## src/rtl/pll_drp_pkg.sv

```systemverilog
// Shared types and constants for the PLLE2 DRP read-modify-write writer.
package pll_drp_pkg;

    localparam int unsigned ADDR_W = 7;
    localparam int unsigned DATA_W = 16;
    localparam int unsigned ERR_W  = 2;

    typedef enum logic [2:0] {
        IDLE,
        READ,
        WAIT_RD,
        WRITE,
        WAIT_WR,
        NEXT,
        RELEASE,
        WAIT_LOCK
    } state_t;

    // Latched register update request
    typedef struct packed {
        logic [ADDR_W-1:0] addr;
        logic [DATA_W-1:0] data;
        logic [DATA_W-1:0] mask;
        logic              last;
    } drp_req_t;

    localparam logic [ERR_W-1:0] ERR_NONE = 2'd0;
    localparam logic [ERR_W-1:0] ERR_DRDY = 2'd1;
    localparam logic [ERR_W-1:0] ERR_LOCK = 2'd2;

    // PLLE2_ADV DRP register map
    localparam logic [ADDR_W-1:0] CLKOUT0_REG1  = 7'h08;
    localparam logic [ADDR_W-1:0] CLKOUT0_REG2  = 7'h09;
    localparam logic [ADDR_W-1:0] CLKOUT1_REG1  = 7'h0A;
    localparam logic [ADDR_W-1:0] CLKOUT1_REG2  = 7'h0B;
    localparam logic [ADDR_W-1:0] CLKFBOUT_REG1 = 7'h14;
    localparam logic [ADDR_W-1:0] CLKFBOUT_REG2 = 7'h15;
    localparam logic [ADDR_W-1:0] DIVCLK        = 7'h16;
    localparam logic [ADDR_W-1:0] LOCK1         = 7'h18;
    localparam logic [ADDR_W-1:0] LOCK2         = 7'h19;
    localparam logic [ADDR_W-1:0] LOCK3         = 7'h1A;
    localparam logic [ADDR_W-1:0] FILT1         = 7'h4E;
    localparam logic [ADDR_W-1:0] FILT2         = 7'h4F;
    localparam logic [ADDR_W-1:0] POWER         = 7'h28;

    // Mask bit 1 keeps the old register bit, 0 takes the new one
    function automatic logic [DATA_W-1:0] drp_merge(
        input logic [DATA_W-1:0] old_val,
        input logic [DATA_W-1:0] new_val,
        input logic [DATA_W-1:0] mask
    );
        return (old_val & mask) | (new_val & ~mask);
    endfunction

endpackage

```

## src/rtl/sync_2ff.sv

```systemverilog
// Two-flop synchronizer for a single asynchronous level.
module sync_2ff (
    input  logic i_clk,
    input  logic i_rst,
    input  logic i_d,
    output logic o_q
);

    logic [1:0] r_sync;

    // Shift the asynchronous input through two flops
    always_ff @(posedge i_clk) begin
        if (i_rst) begin
            r_sync <= 2'b00;
        end else begin
            r_sync <= {r_sync[0], i_d};
        end
    end

    assign o_q = r_sync[1];

endmodule

```

## src/rtl/pll_drp_writer.sv

```systemverilog
// DRP initiator: batched read-modify-write of PLLE2 registers with PLL reset and re-lock supervision.
module pll_drp_writer
    import pll_drp_pkg::*;
#(
    parameter int unsigned DRDY_TIMEOUT = 64,
    parameter int unsigned LOCK_TIMEOUT = 65535,
    parameter int unsigned LOCK_BLANK   = 4
) (
    input  logic              clk100,
    input  logic              cpu_reset,
    input  logic              req_valid,
    output logic              req_ready,
    input  logic [ADDR_W-1:0] req_addr,
    input  logic [DATA_W-1:0] req_data,
    input  logic [DATA_W-1:0] req_mask,
    input  logic              req_last,
    output logic [ADDR_W-1:0] drp_daddr,
    output logic [DATA_W-1:0] drp_di,
    output logic              drp_den,
    output logic              drp_dwe,
    input  logic [DATA_W-1:0] drp_do,
    input  logic              drp_drdy,
    input  logic              pll_locked,
    output logic              pll_rst,
    output logic              busy,
    output logic              done,
    output logic              err,
    output logic [ERR_W-1:0]  err_code
);

    localparam int unsigned DCNT_W = $clog2(DRDY_TIMEOUT + 1);
    localparam int unsigned LCNT_W = $clog2(LOCK_TIMEOUT + 1);
    localparam int unsigned BCNT_W = $clog2(LOCK_BLANK + 1);

    state_t             r_state, w_state_nxt;
    drp_req_t           r_req;
    logic [DATA_W-1:0]  r_di, w_di_nxt;
    logic [DCNT_W-1:0]  r_dcnt, w_dcnt_nxt, w_dcnt_inc;
    logic [LCNT_W-1:0]  r_lcnt, w_lcnt_nxt, w_lcnt_inc;
    logic [BCNT_W-1:0]  r_bcnt, w_bcnt_nxt;
    logic               r_den, r_dwe, r_pll_rst, r_ready, r_busy, r_done, r_err;
    logic [ERR_W-1:0]   r_err_code, w_err_code_nxt;
    logic               w_load, w_done_nxt, w_err_nxt;
    logic               w_locked_s;
    logic               w_dcnt_expired, w_lcnt_expired;

    sync_2ff u_lock_sync (
        .i_clk (clk100),
        .i_rst (cpu_reset),
        .i_d   (pll_locked),
        .o_q   (w_locked_s)
    );

    // Saturating counters and their expiry flags
    assign w_dcnt_inc     = (r_dcnt == DCNT_W'(DRDY_TIMEOUT)) ? r_dcnt : r_dcnt + DCNT_W'(1);
    assign w_lcnt_inc     = (r_lcnt == LCNT_W'(LOCK_TIMEOUT)) ? r_lcnt : r_lcnt + LCNT_W'(1);
    assign w_dcnt_expired = (r_dcnt >= DCNT_W'(DRDY_TIMEOUT));
    assign w_lcnt_expired = (r_lcnt >= LCNT_W'(LOCK_TIMEOUT));

    // State register
    always_ff @(posedge clk100) begin
        if (cpu_reset) begin
            r_state <= IDLE;
        end else begin
            r_state <= w_state_nxt;
        end
    end

    // Next-state, counter and status decode
    always_comb begin
        w_state_nxt    = r_state;
        w_load         = 1'b0;
        w_di_nxt       = r_di;
        w_dcnt_nxt     = r_dcnt;
        w_lcnt_nxt     = r_lcnt;
        w_bcnt_nxt     = r_bcnt;
        w_done_nxt     = 1'b0;
        w_err_nxt      = r_err;
        w_err_code_nxt = r_err_code;
        case (r_state)
            IDLE, NEXT: begin
                if (req_valid) begin
                    w_load         = 1'b1;
                    w_err_nxt      = 1'b0;
                    w_err_code_nxt = ERR_NONE;
                    w_state_nxt    = READ;
                end
            end
            READ: begin
                w_dcnt_nxt  = DCNT_W'(1);
                w_state_nxt = WAIT_RD;
            end
            WAIT_RD: begin
                w_dcnt_nxt = w_dcnt_inc;
                if (drp_drdy) begin
                    w_di_nxt    = drp_merge(drp_do, r_req.data, r_req.mask);
                    w_state_nxt = WRITE;
                end else if (w_dcnt_expired) begin
                    w_err_nxt      = 1'b1;
                    w_err_code_nxt = ERR_DRDY;
                    w_state_nxt    = IDLE;
                end
            end
            WRITE: begin
                w_dcnt_nxt  = DCNT_W'(1);
                w_state_nxt = WAIT_WR;
            end
            WAIT_WR: begin
                w_dcnt_nxt = w_dcnt_inc;
                if (drp_drdy) begin
                    w_state_nxt = r_req.last ? RELEASE : NEXT;
                end else if (w_dcnt_expired) begin
                    w_err_nxt      = 1'b1;
                    w_err_code_nxt = ERR_DRDY;
                    w_state_nxt    = IDLE;
                end
            end
            RELEASE: begin
                w_bcnt_nxt  = BCNT_W'(LOCK_BLANK);
                w_lcnt_nxt  = LCNT_W'(1);
                w_state_nxt = WAIT_LOCK;
            end
            WAIT_LOCK: begin
                w_lcnt_nxt = w_lcnt_inc;
                if (r_bcnt != '0) begin
                    w_bcnt_nxt = r_bcnt - BCNT_W'(1);
                end
                if ((r_bcnt == '0) && w_locked_s) begin
                    w_done_nxt  = 1'b1;
                    w_state_nxt = IDLE;
                end else if (w_lcnt_expired) begin
                    w_err_nxt      = 1'b1;
                    w_err_code_nxt = ERR_LOCK;
                    w_state_nxt    = IDLE;
                end
            end
            default: w_state_nxt = IDLE;
        endcase
    end

    // Request latch, counters and registered outputs decoded from the next state
    always_ff @(posedge clk100) begin
        if (cpu_reset) begin
            r_req      <= '0;
            r_di       <= '0;
            r_dcnt     <= '0;
            r_lcnt     <= '0;
            r_bcnt     <= '0;
            r_den      <= 1'b0;
            r_dwe      <= 1'b0;
            r_pll_rst  <= 1'b0;
            r_ready    <= 1'b1;
            r_busy     <= 1'b0;
            r_done     <= 1'b0;
            r_err      <= 1'b0;
            r_err_code <= ERR_NONE;
        end else begin
            if (w_load) begin
                r_req.addr <= req_addr;
                r_req.data <= req_data;
                r_req.mask <= req_mask;
                r_req.last <= req_last;
            end
            r_di       <= w_di_nxt;
            r_dcnt     <= w_dcnt_nxt;
            r_lcnt     <= w_lcnt_nxt;
            r_bcnt     <= w_bcnt_nxt;
            r_den      <= (w_state_nxt == READ) || (w_state_nxt == WRITE);
            r_dwe      <= (w_state_nxt == WRITE);
            r_pll_rst  <= w_state_nxt inside {READ, WAIT_RD, WRITE, WAIT_WR, NEXT, RELEASE};
            r_ready    <= (w_state_nxt == IDLE) || (w_state_nxt == NEXT);
            r_busy     <= (w_state_nxt != IDLE);
            r_done     <= w_done_nxt;
            r_err      <= w_err_nxt;
            r_err_code <= w_err_code_nxt;
        end
    end

    assign req_ready = r_ready;
    assign drp_daddr = r_req.addr;
    assign drp_di    = r_di;
    assign drp_den   = r_den;
    assign drp_dwe   = r_dwe;
    assign pll_rst   = r_pll_rst;
    assign busy      = r_busy;
    assign done      = r_done;
    assign err       = r_err;
    assign err_code  = r_err_code;

endmodule

```

## config.mk

```make
export PLATFORM = sky130hd
export DESIGN_NAME = pll_drp_writer
export DESIGN_NICKNAME = d
export VERILOG_FILES = /design/src/rtl/pll_drp_pkg.sv /design/src/rtl/sync_2ff.sv /design/src/rtl/pll_drp_writer.sv
export SDC_FILE = /design/constraint.sdc
export NUM_CORES = 1
export LEC_CHECK = 0
export ABC_AREA = 1
export ABC_CLOCK_PERIOD_IN_PS = 4130
export CORE_ASPECT_RATIO = 1.75
export CORE_MARGIN = 2
export CORE_UTILIZATION = 25
export DETAILED_ROUTE_END_ITERATION = 10
export PLACE_DENSITY_LB_ADDON = 0.1
export REMOVE_ABC_BUFFERS = 1
export SYNTH_ARGS = -nofsm -noshare
export SYNTH_HDL_FRONTEND = slang
export SYNTH_HIERARCHICAL = 1
export SYNTH_SLANG_ARGS = --single-unit
```

## constraint.sdc

```tcl
create_clock -name clk100 -period 4.13 [get_ports clk100]
set_clock_uncertainty 0.15 [all_clocks]
set_input_delay 0.413 -clock clk100 [delete_from_list [all_inputs] [get_ports clk100]]
set_output_delay 0.413 -clock clk100 [all_outputs]
set_load 0.01 [all_outputs]
```

**Word-level counts from Yosys, hierarchy flattened**

Cells that the tools add are included.

- Bits in registers: 96
- Input port bits: 61
- Output and inout port bits: 32
- Word-level logic and storage cells: 101

- Add/sub/neg operators: 3
- Magnitude comparators: 2
- Equality and inequality tests: 23
- Muxes and demuxes: 29
- Bitwise logic cells: 5
- Reduce and logical (&&, ||, !) cells: 21

Operator list:

| kind | count |
|---|---|
| bitwise AND 16 bit | 2 |
| one-hot mux 16 bit (2 select lines) | 1 |
| == test 3 bit (second input constant) | 7 |
| 2-to-1 mux 3 bit | 7 |
| one-hot mux 3 bit (7 select lines) | 1 |
| adder 16 x 1 -> 16 bit (second input constant) | 1 |
| == test 16 bit (second input constant) | 1 |
| >= comparator 16 bit (second input constant) | 1 |
| 2-to-1 mux 16 bit | 1 |
| NOT 16 bit | 1 |
| OR 16 bit | 1 |
| != test 2 bit (second input constant) | 7 |
| one-hot mux 7 bit (2 select lines) | 1 |
| == test 3 x 2 -> 1 bit (second input constant) | 4 |
| 2-to-1 mux 2 bit | 6 |
| zero test 3 bit | 3 |
| nonzero test 3 bit | 3 |
| 2-to-1 mux 1 bit | 8 |
| AND reduction 2 bit | 4 |
| OR reduction 2 bit | 4 |
| adder 7 x 1 -> 7 bit (second input constant) | 1 |
| == test 7 bit (second input constant) | 1 |
| >= comparator 7 bit (second input constant) | 1 |
| 2-to-1 mux 7 bit | 1 |
| other kinds (12) | 15 |

**Logic depth before layout (Yosys ltp)**

Gate-level depths: netlist of run 1.

- Depth after elaboration: 6
- Gate-level depth with buffers: 12
- Mapped depth without buffers: 12

**By module**

The synthesis of run 1 kept the hierarchy.

By module, submodules not included:

| module | times used | cells an instance | area each (um2) | sequential area each (um2) |
|---|---|---|---|---|
| pll_drp_writer | 1 | 575 | 4134.0 | 1881.8 |
| sync_2ff | 1 | 6 | 55.1 | 40.0 |

**Worst setup path after synthesis of run 1**

No wires, ideal clock.

- Path kind: flip-flop to flip-flop
- From: register r_lcnt[0]
- To: register r_pll_rst (netlist: pll_rst)
- Setup time: 0.109 ns
- Arrival time: 1.414 ns
- Data required time: 3.871 ns
- Setup slack: 2.458 ns
- Cell stages (with the launch flop): 11
- Buffers on the path: 0
- Clock period less this slack: 1.672 ns
- Path through: dfxtp_1 -> ha_1 -> nand3_1 -> nor2_2 -> nand2_1 -> nand3_1 -> nand3_1 -> nand2_1 -> nand3_1 -> nand2_1 -> inv_1

- Cells in the longest elaborated chain, start to end: 6
- Elaborated cells between the ends (all ways): 11
- Those cells by class: 1 x order compare; 6 x eq/ne; 3 x mux; 1 x reduce/logical

RTL lines:

| item | RTL line | text |
|---|---|---|
| start, declared | pll_drp_writer.sv:39 | `logic [LCNT_W-1:0] r_lcnt, w_lcnt_nxt, w_lcnt_inc;` |
| start signal, assigned | pll_drp_writer.sv:166 | `r_lcnt <= w_lcnt_nxt;` |
| >= comparator 16 bit (*) | pll_drp_writer.sv:58 | `assign w_lcnt_expired = (r_lcnt >= LCNT_W'(LOCK_TIMEOUT));` |
| 2-to-1 mux 3 bit (*) | pll_drp_writer.sv:131 | `end else if (w_lcnt_expired) begin` |
| 2-to-1 mux 3 bit (*) | pll_drp_writer.sv:128 | `if ((r_bcnt == '0) && w_locked_s) begin` |
| one-hot mux 3 bit (7 select lines) (*) | pll_drp_writer.sv:80 | `case (r_state)` |
| == test 3 x 1 -> 1 bit, or another cell as far along | pll_drp_writer.sv:170 | `r_pll_rst <= w_state_nxt inside {READ, WAIT_RD, WRITE, WAIT_WR, NEXT, RELEASE};` |
| nonzero test 6 bit (*) | pll_drp_writer.sv:170 |  |
| end signal, assigned | pll_drp_writer.sv:170 |  |
| end, declared | pll_drp_writer.sv:41 | `logic r_den, r_dwe, r_pll_rst, r_ready, r_busy, r_done, r_err;` |

Mark *: on every way between the ends. The rest lies on a longest branch, timed or not.
A chain may end at the register's enable or synchronous reset.

**Worst setup path in the final report of run 1**

- From: register r_state[2]
- To: register r_req[20] (netlist name)

- Cells in the longest elaborated chain, start to end: 3
- Elaborated cells between the ends (all ways): 4
- Those cells by class: 1 x eq/ne; 1 x mux; 2 x reduce/logical

RTL lines:

| item | RTL line | text |
|---|---|---|
| start, declared | pll_drp_writer.sv:35 | `state_t r_state, w_state_nxt;` |
| start signal, assigned | pll_drp_writer.sv:65 | `r_state <= w_state_nxt;` |
| == test 3 bit or zero test 3 bit (tied branches) | pll_drp_writer.sv:80 |  |
| OR reduction 2 bit (*) | pll_drp_writer.sv:80 |  |
| 2-to-1 mux 1 bit (*) | pll_drp_writer.sv:80 |  |
| end, declared | pll_drp_writer.sv:36 | `drp_req_t r_req;` |

Marked as above.

==> results of run 1 <==
layout make-up:
type,count,area [µm²],share of cell area
Multi-Input combinational cell,377,1790,0.322
Inverter,80,300,0.0541
Timing Repair Buffer,96,963,0.174
Sequential cell,96,1920,0.346
Clock inverter,4,53.8,0.00969
Tap cell,224,280,0.0505
Clock buffer,12,246,0.0444
synthesized netlist by cell type (all sizes together):
library cell / instances / share of area
dfxtp: 96 / 0.46
o21ai: 89 / 0.11
nor2: 88 / 0.083
nand2: 86 / 0.079
inv: 80 / 0.072
a21oi: 55 / 0.067
nand3: 21 / 0.025
buf: 16 / 0.032
clkbuf: 12 / 0.011
nand4: 12 / 0.018
nor3: 9 / 0.011
ha: 5 / 0.015
xnor2: 3 / 0.0063
a31o: 2 / 0.0042
and3: 2 / 0.0033
xor2: 2 / 0.0042
a21boi: 1 / 0.0018
a31oi: 1 / 0.0015
or2: 1 / 0.0015
critical path: stages, from the launching register on:
cell and delay (ns):
dfxtp_1 0.33, inv_1 0.14, nand2_1 0.12, nand2_2 0.12, nor2_4 0.05, inv_2 0.07, nor2_4 0.03, buf_4 0.22
inv_2 0.64, o21ai_0 0.20, a21oi_1 0.14
flip-flops by register name, indices dropped and copies added, names as in the netlist:
register and count:
done 1, req_ready 1, err 1, drp_di 16
drp_den 1, r_bcnt 3, drp_dwe 1, pll_rst 1
r_dcnt 7, r_state 3, drp_daddr 7, u_lock_sync/r_sync 2
busy 1, r_lcnt 16, r_req 33, err_code 2
routing by layer:
layer  wire [µm]  vias to the layer above  global-route usage  share of wire
met5           0                        -                   0              0
met3         676                       15              0.0436          0.063
li1            -                     2021                   -              -
met2        5460                       75               0.225           0.51
met4         223                        0              0.0428          0.021
met1        4330                     1762               0.138           0.41
power breakdown:
group | leakage [nW] | internal [mW] | switching [mW]
registers | 0.786 | 1.14 | 0.111
clock network | 0.139 | 0.488 | 0.366
logic | 1.26 | 0.392 | 0.543
metrics by stage:
step | util | total power [mW]
floorplan | - | 1.81
global placement | 0.319 | 2.22
detailed placement | 0.319 | 2.23
CTS | 0.338 | 3.11
global route | 0.338 | 3.29
finish | 0.338 | 3.04
worst max-delay path by stage:
stage / from / endpoint / slack, ns / depth (start not counted)
after floorplan: r_state[1]$_SDFF_PP0_ / req_ready$_SDFF_PP1_ / 2.11 / 7
after global placement: req_valid / r_req[26]$_SDFFE_PP0P_ / 1.67 / 7
after detailed placement: req_valid / r_req[20]$_SDFFE_PP0P_ / 1.62 / 7
after CTS: r_state[2]$_SDFF_PP0_ / r_req[20]$_SDFFE_PP0P_ / 1.79 / 10
after global routing: r_state[2]$_SDFF_PP0_ / r_req[20]$_SDFFE_PP0P_ / 1.50 / 10
final: r_state[2]$_SDFF_PP0_ / r_req[20]$_SDFFE_PP0P_ / 1.81 / 10
kinds of logic after synthesis:
family / count (synthesis) / synth area share
flip-flops: 96 / 0.459
AND/OR/NAND/NOR: 219 / 0.220
AO/OA/AOI/OAI: 148 / 0.180
adder cells (fa/ha/maj): 5 / 0.0149
XOR/XNOR: 5 / 0.0105
buffers and inverters: 108 / 0.115
==> run metrics, run 1 <==
final setup margin=1.81 ns; routed vias=3,873; std cell rows=62; setup TNS=0 ns; violation count after the first detailed-route iteration=106; Pwr Density=548 nW/µm²; RePlAce Congestion=0.862; Initial Util=0.255; RSZ-0062 raised after global routing=no; clock latency on the worst-skew pair=0.34 ns; Core ar.=16,400 µm²; clock tree buffer depth=2; max_cap viols=0; area grow syn2layout=32.5%; drt pass-1 iters=6; CTS buffer count=9; number of synthesized register bits=96; Worst R2R Start=r_state[2]$_SDFF_PP0_; pin count of the biggest net entering global routing=58; worst hold slack=0.257 ns; I/O Buffers=92; # H-tree levels=3; Die Span Y=175 µm; R2R Setup Slk=1.81 ns; CTS resizes=0; Post-Layout Cell Count=889; min-delay worst type=reg2reg; Final min period=2.32 ns; Syn Area/Cell=7.21 µm²; CTS Root Cell=clkbuf_16; Final Setup Violations=0; vias in the first global route=3,863; clk sinks=96; hold-fix buffer count after cts=0; Worst Path Max Fanout=56; Clock transition at path regs=0.07 ns; drt wl/cell=12.0 µm; grt ovf=0; Leak Pwr=2.19 nW; Slew headroom=0.428; Hold Path End=u_lock_sync/r_sync[1]$_SDFF_PP0_; most frequent cells in the layout=dfxtp_1 (96), clkdlybuf4s50_1 (92), o21ai_0 (88); Fill cells=1,855; first-pass GRT wire length=18.1 mm; CP startpoint kind=flip-flop; ratio of cells with drive above 1 in the final layout=0.0496; Die X=102 µm; gr usage total=0.127; Critical Path RT=4.24 ns; Post-DRT Antenna Nets=0; Placed Area=5250 µm²; final hold violations=0; worst-margin pin slew=0.858 ns; outcome=finished, final reports clean; share of the yosys chip area belonging to registers=0.459; Detailed Route WL=10.7 mm; TritonCTS clock tree=yes; fin nets=726; initial antenna violation count=0; Post-Layout Inst Area=5550 µm²; Cells after Synth=581; min-delay src=u_lock_sync/r_sync[0]$_SDFF_PP0_; Unique masters post-synth=29; Peak Freq=432 MHz; post-synthesis cell area=4190 µm²; Worst R2R End=r_req[20]$_SDFFE_PP0P_; Syn. warnings=6; Final Slew Violations=0; arrival time worst endpoint=2.43 ns; post-place setup slack=1.62 ns; post-CTS setup repair buffer count=0; Max IR drop VDD=0.193 mV; Period Utilization, post-route=0.561; most common cell after layout, fill and taps aside=dfxtp_1; crit path kind=reg2reg; ant diodes=0; placed cells=873; Critical Path Sink Type=flip-flop; die area=17,800 µm²; R2R cell count=10; # IOs=93; Via density=4.36; hpwl dp=7.76 mm; Hold Path Depth=2; drt drc=0
Power figures use the tool's default switching activity.
==> inputs of run 2 (changes only) <==
- ABC_CLOCK_PERIOD_IN_PS: 4130 -> 1900
- clock period: 4.13 -> 1.9 ns (I/O delays scaled with it)
==> run 2 against run 1 <==
Effect of this change: utilization is 1.4 points higher; combinational power grew 130%; non-clock buffer count up 23; via count up 3.6%; clock power rose by 130%; first-iteration DRC count grew 21%; power grew 130%; routed wire length grew 6.1%.
==> run metrics, run 2 (synthesis gave the netlist of run 1 again) <==
Largest register FFs=33; # IOs=93; # H-tree levels=3; R2R Setup Slk=0.15 ns; hold-fix buffer count after cts=0; Crit path max-delay family=simple AND/OR/NAND/NOR gates; slowest CP cell=dfxtp_1; Critical Path RT=2.02 ns; min-delay worst type=in2reg; most frequent cells in the layout=dfxtp_1 (95), clkdlybuf4s50_1 (92), o21ai_0 (86); hpwl dp=8.42 mm; Final Slew Violations=0; R2R cell count=9; final setup margin=0.155 ns; TritonCTS clock tree=yes; Worst Setup SP=r_lcnt[1]$_SDFFE_PP0P_; Leak Pwr=2.33 nW; Final Setup Violations=0; Final min period=1.75 ns; P_sw=2.28 mW; Die Span Y=175 µm; die area=17,800 µm²; Crit path depth=9; drt drc=0; I/O Buffers=92; gr usage total=0.134; FF/Latch Area=1920 µm²; drt wl/cell=12.4 µm; power share of the sequential group=0.398; Core ar.=16,400 µm²; Max IR drop VDD=0.489 mV; RePlAce Congestion=0.822; combinational power share=0.313; most numerous cell on the critical path=nand2_2; Peak Freq=573 MHz; outcome=finished, final reports clean; CTS Root Cell=clkbuf_16; max_cap viols=0; post-place setup slack=0.0768 ns; crit path cell chain=ha_1 > nand3_1 > nor2_2 > nand2_2 > nand2_2 > nand2_4 > inv_2 > nand2_1 > a21oi_1; grt ovf=0; post-CTS setup repair buffer count=0; first-pass GRT wire length=19.1 mm; Initial Util=0.255; Clock power frac=0.289; Fill cells=1,835; net switching share of the total power=0.332; worst hold slack=0.250 ns; post-layout util=0.351; Critical Path Sink Type=flip-flop; pin count of the biggest net entering global routing=57; CP startpoint kind=flip-flop; routed vias=4,012; Worst R2R End=r_lcnt[14]$_SDFFE_PP0P_; clock latency on the worst-skew pair=0.34 ns; area grow syn2layout=37.9%; Pwr Density=1190 nW/µm²; Worst R2R Start=r_lcnt[1]$_SDFFE_PP0P_; clock tree buffer depth=2; Die X=102 µm; Slew headroom=0.713; Worst Path Max Fanout=10; crit path kind=reg2reg; placed cells=896; CP bufs+invs=1; Post-Layout Cell Count=912; drt pass-1 iters=4; ant diodes=0; slowest stage delay, CP=0.37 ns; worst-margin pin slew=0.427 ns; arrival time worst endpoint=1.87 ns; RSZ-0062 raised after global routing=yes; multi-input logic area=1810 µm²; Pint=4.58 mW; CP Capture Point=r_lcnt[14]$_SDFFE_PP0P_; ratio of cells with drive above 1 in the final layout=0.0901; Via density=4.40; clk sinks=96; CTS buffer count=9; std cell rows=62; fin nets=749; vias in the first global route=4,151; most common cell after layout, fill and taps aside=dfxtp_1; Most flops, register=r_req; Detailed Route WL=11.3 mm; final hold violations=0; Post-DRT Antenna Nets=0; violation count after the first detailed-route iteration=128; Period Utilization, post-route=0.919; initial antenna violation count=0; Clock transition at path regs=0.07 ns
-- run 2: cell count changes in the layout (fill, tap and decap cells not counted), sizes merged --
cell	change
clkinvlp	-2
clkbuf	-2
clkinv	+2
buf	+23
inv	+1
bufinv	+1
-- run 2: layer usage --
metal	up-vias	wire length, µm	share of wire	track usage
met3	20	608	0.054	0.0412
met1	1826	4560	0.40	0.141
met4	0	225	0.020	0.0478
li1	2072	-	-	-
met5	-	0	0	0
met2	94	5940	0.52	0.246
-- run 2: layout make-up --
type / count / area share
flip-flops and latches: 96 / 0.333
well taps: 224 / 0.0485
clock inverters: 6 / 0.0158
repair buffers: 119 / 0.199
multi-input cells: 377 / 0.312
inverters: 80 / 0.0520
clock buffers: 10 / 0.0396
-- run 2: worst reg2reg max path, delay by kind of cell, from the launching register on --
| kind | cells | cell delay, ns |
|---|---|---|
| AOI/OAI and AO/OA | 1 | 0.15 |
| DFF | 1 | 0.37 |
| and+or+nand+nor | 6 | 0.65 |
| adders and majority gates | 1 | 0.18 |
| buffers and inverters | 1 | 0.18 |
-- run 2: through the flow --
step                instance area (µm²)  total power [mW]  setup TNS [ns]
detailed placement                 5440              4.94               0
finish                             5780              6.87               0
global placement                   5440              4.93               0
CTS                                5760              6.97               0
global route                       5780              7.39         -0.0306
floorplan                          4010              3.94          -0.185
-- run 2: worst min path at each step --
stage,from,end,slack [ns],depth (start not counted)
detailed placement,u_lock_sync/r_sync[0]$_SDFF_PP0_,u_lock_sync/r_sync[1]$_SDFF_PP0_,0.25,2
CTS,pll_locked,u_lock_sync/r_sync[0]$_SDFF_PP0_,0.26,3
global route,pll_locked,u_lock_sync/r_sync[0]$_SDFF_PP0_,0.27,3
global placement,u_lock_sync/r_sync[0]$_SDFF_PP0_,u_lock_sync/r_sync[1]$_SDFF_PP0_,0.25,2
floorplan,cpu_reset,r_bcnt[2]$_SDFFE_PP0P_,0.11,1
finish,pll_locked,u_lock_sync/r_sync[0]$_SDFF_PP0_,0.25,3
-- run 2: repair_timing --
item	CTS	global route
setup endpoints to repair	0	17
gates resized for setup	0	9
hold endpoints to repair	0	0
-- run 2: power by group through the flow --
stage / Sequential (mW) / Combinational [mW] / Clock (mW)
floorplan: 2.80 / 1.14 / 0
global placement: 2.77 / 2.16 / 0
detailed placement: 2.77 / 2.17 / 0
CTS: 2.73 / 2.19 / 2.05
global route: 2.80 / 2.48 / 2.12
finish: 2.73 / 2.15 / 1.98
==> inputs of run 3 (changes only) <==
- CAP_MARGIN: default -> 15
==> results of run 3 <==
Same layout as run 2: the final DEF is identical, and so are final timing and power.
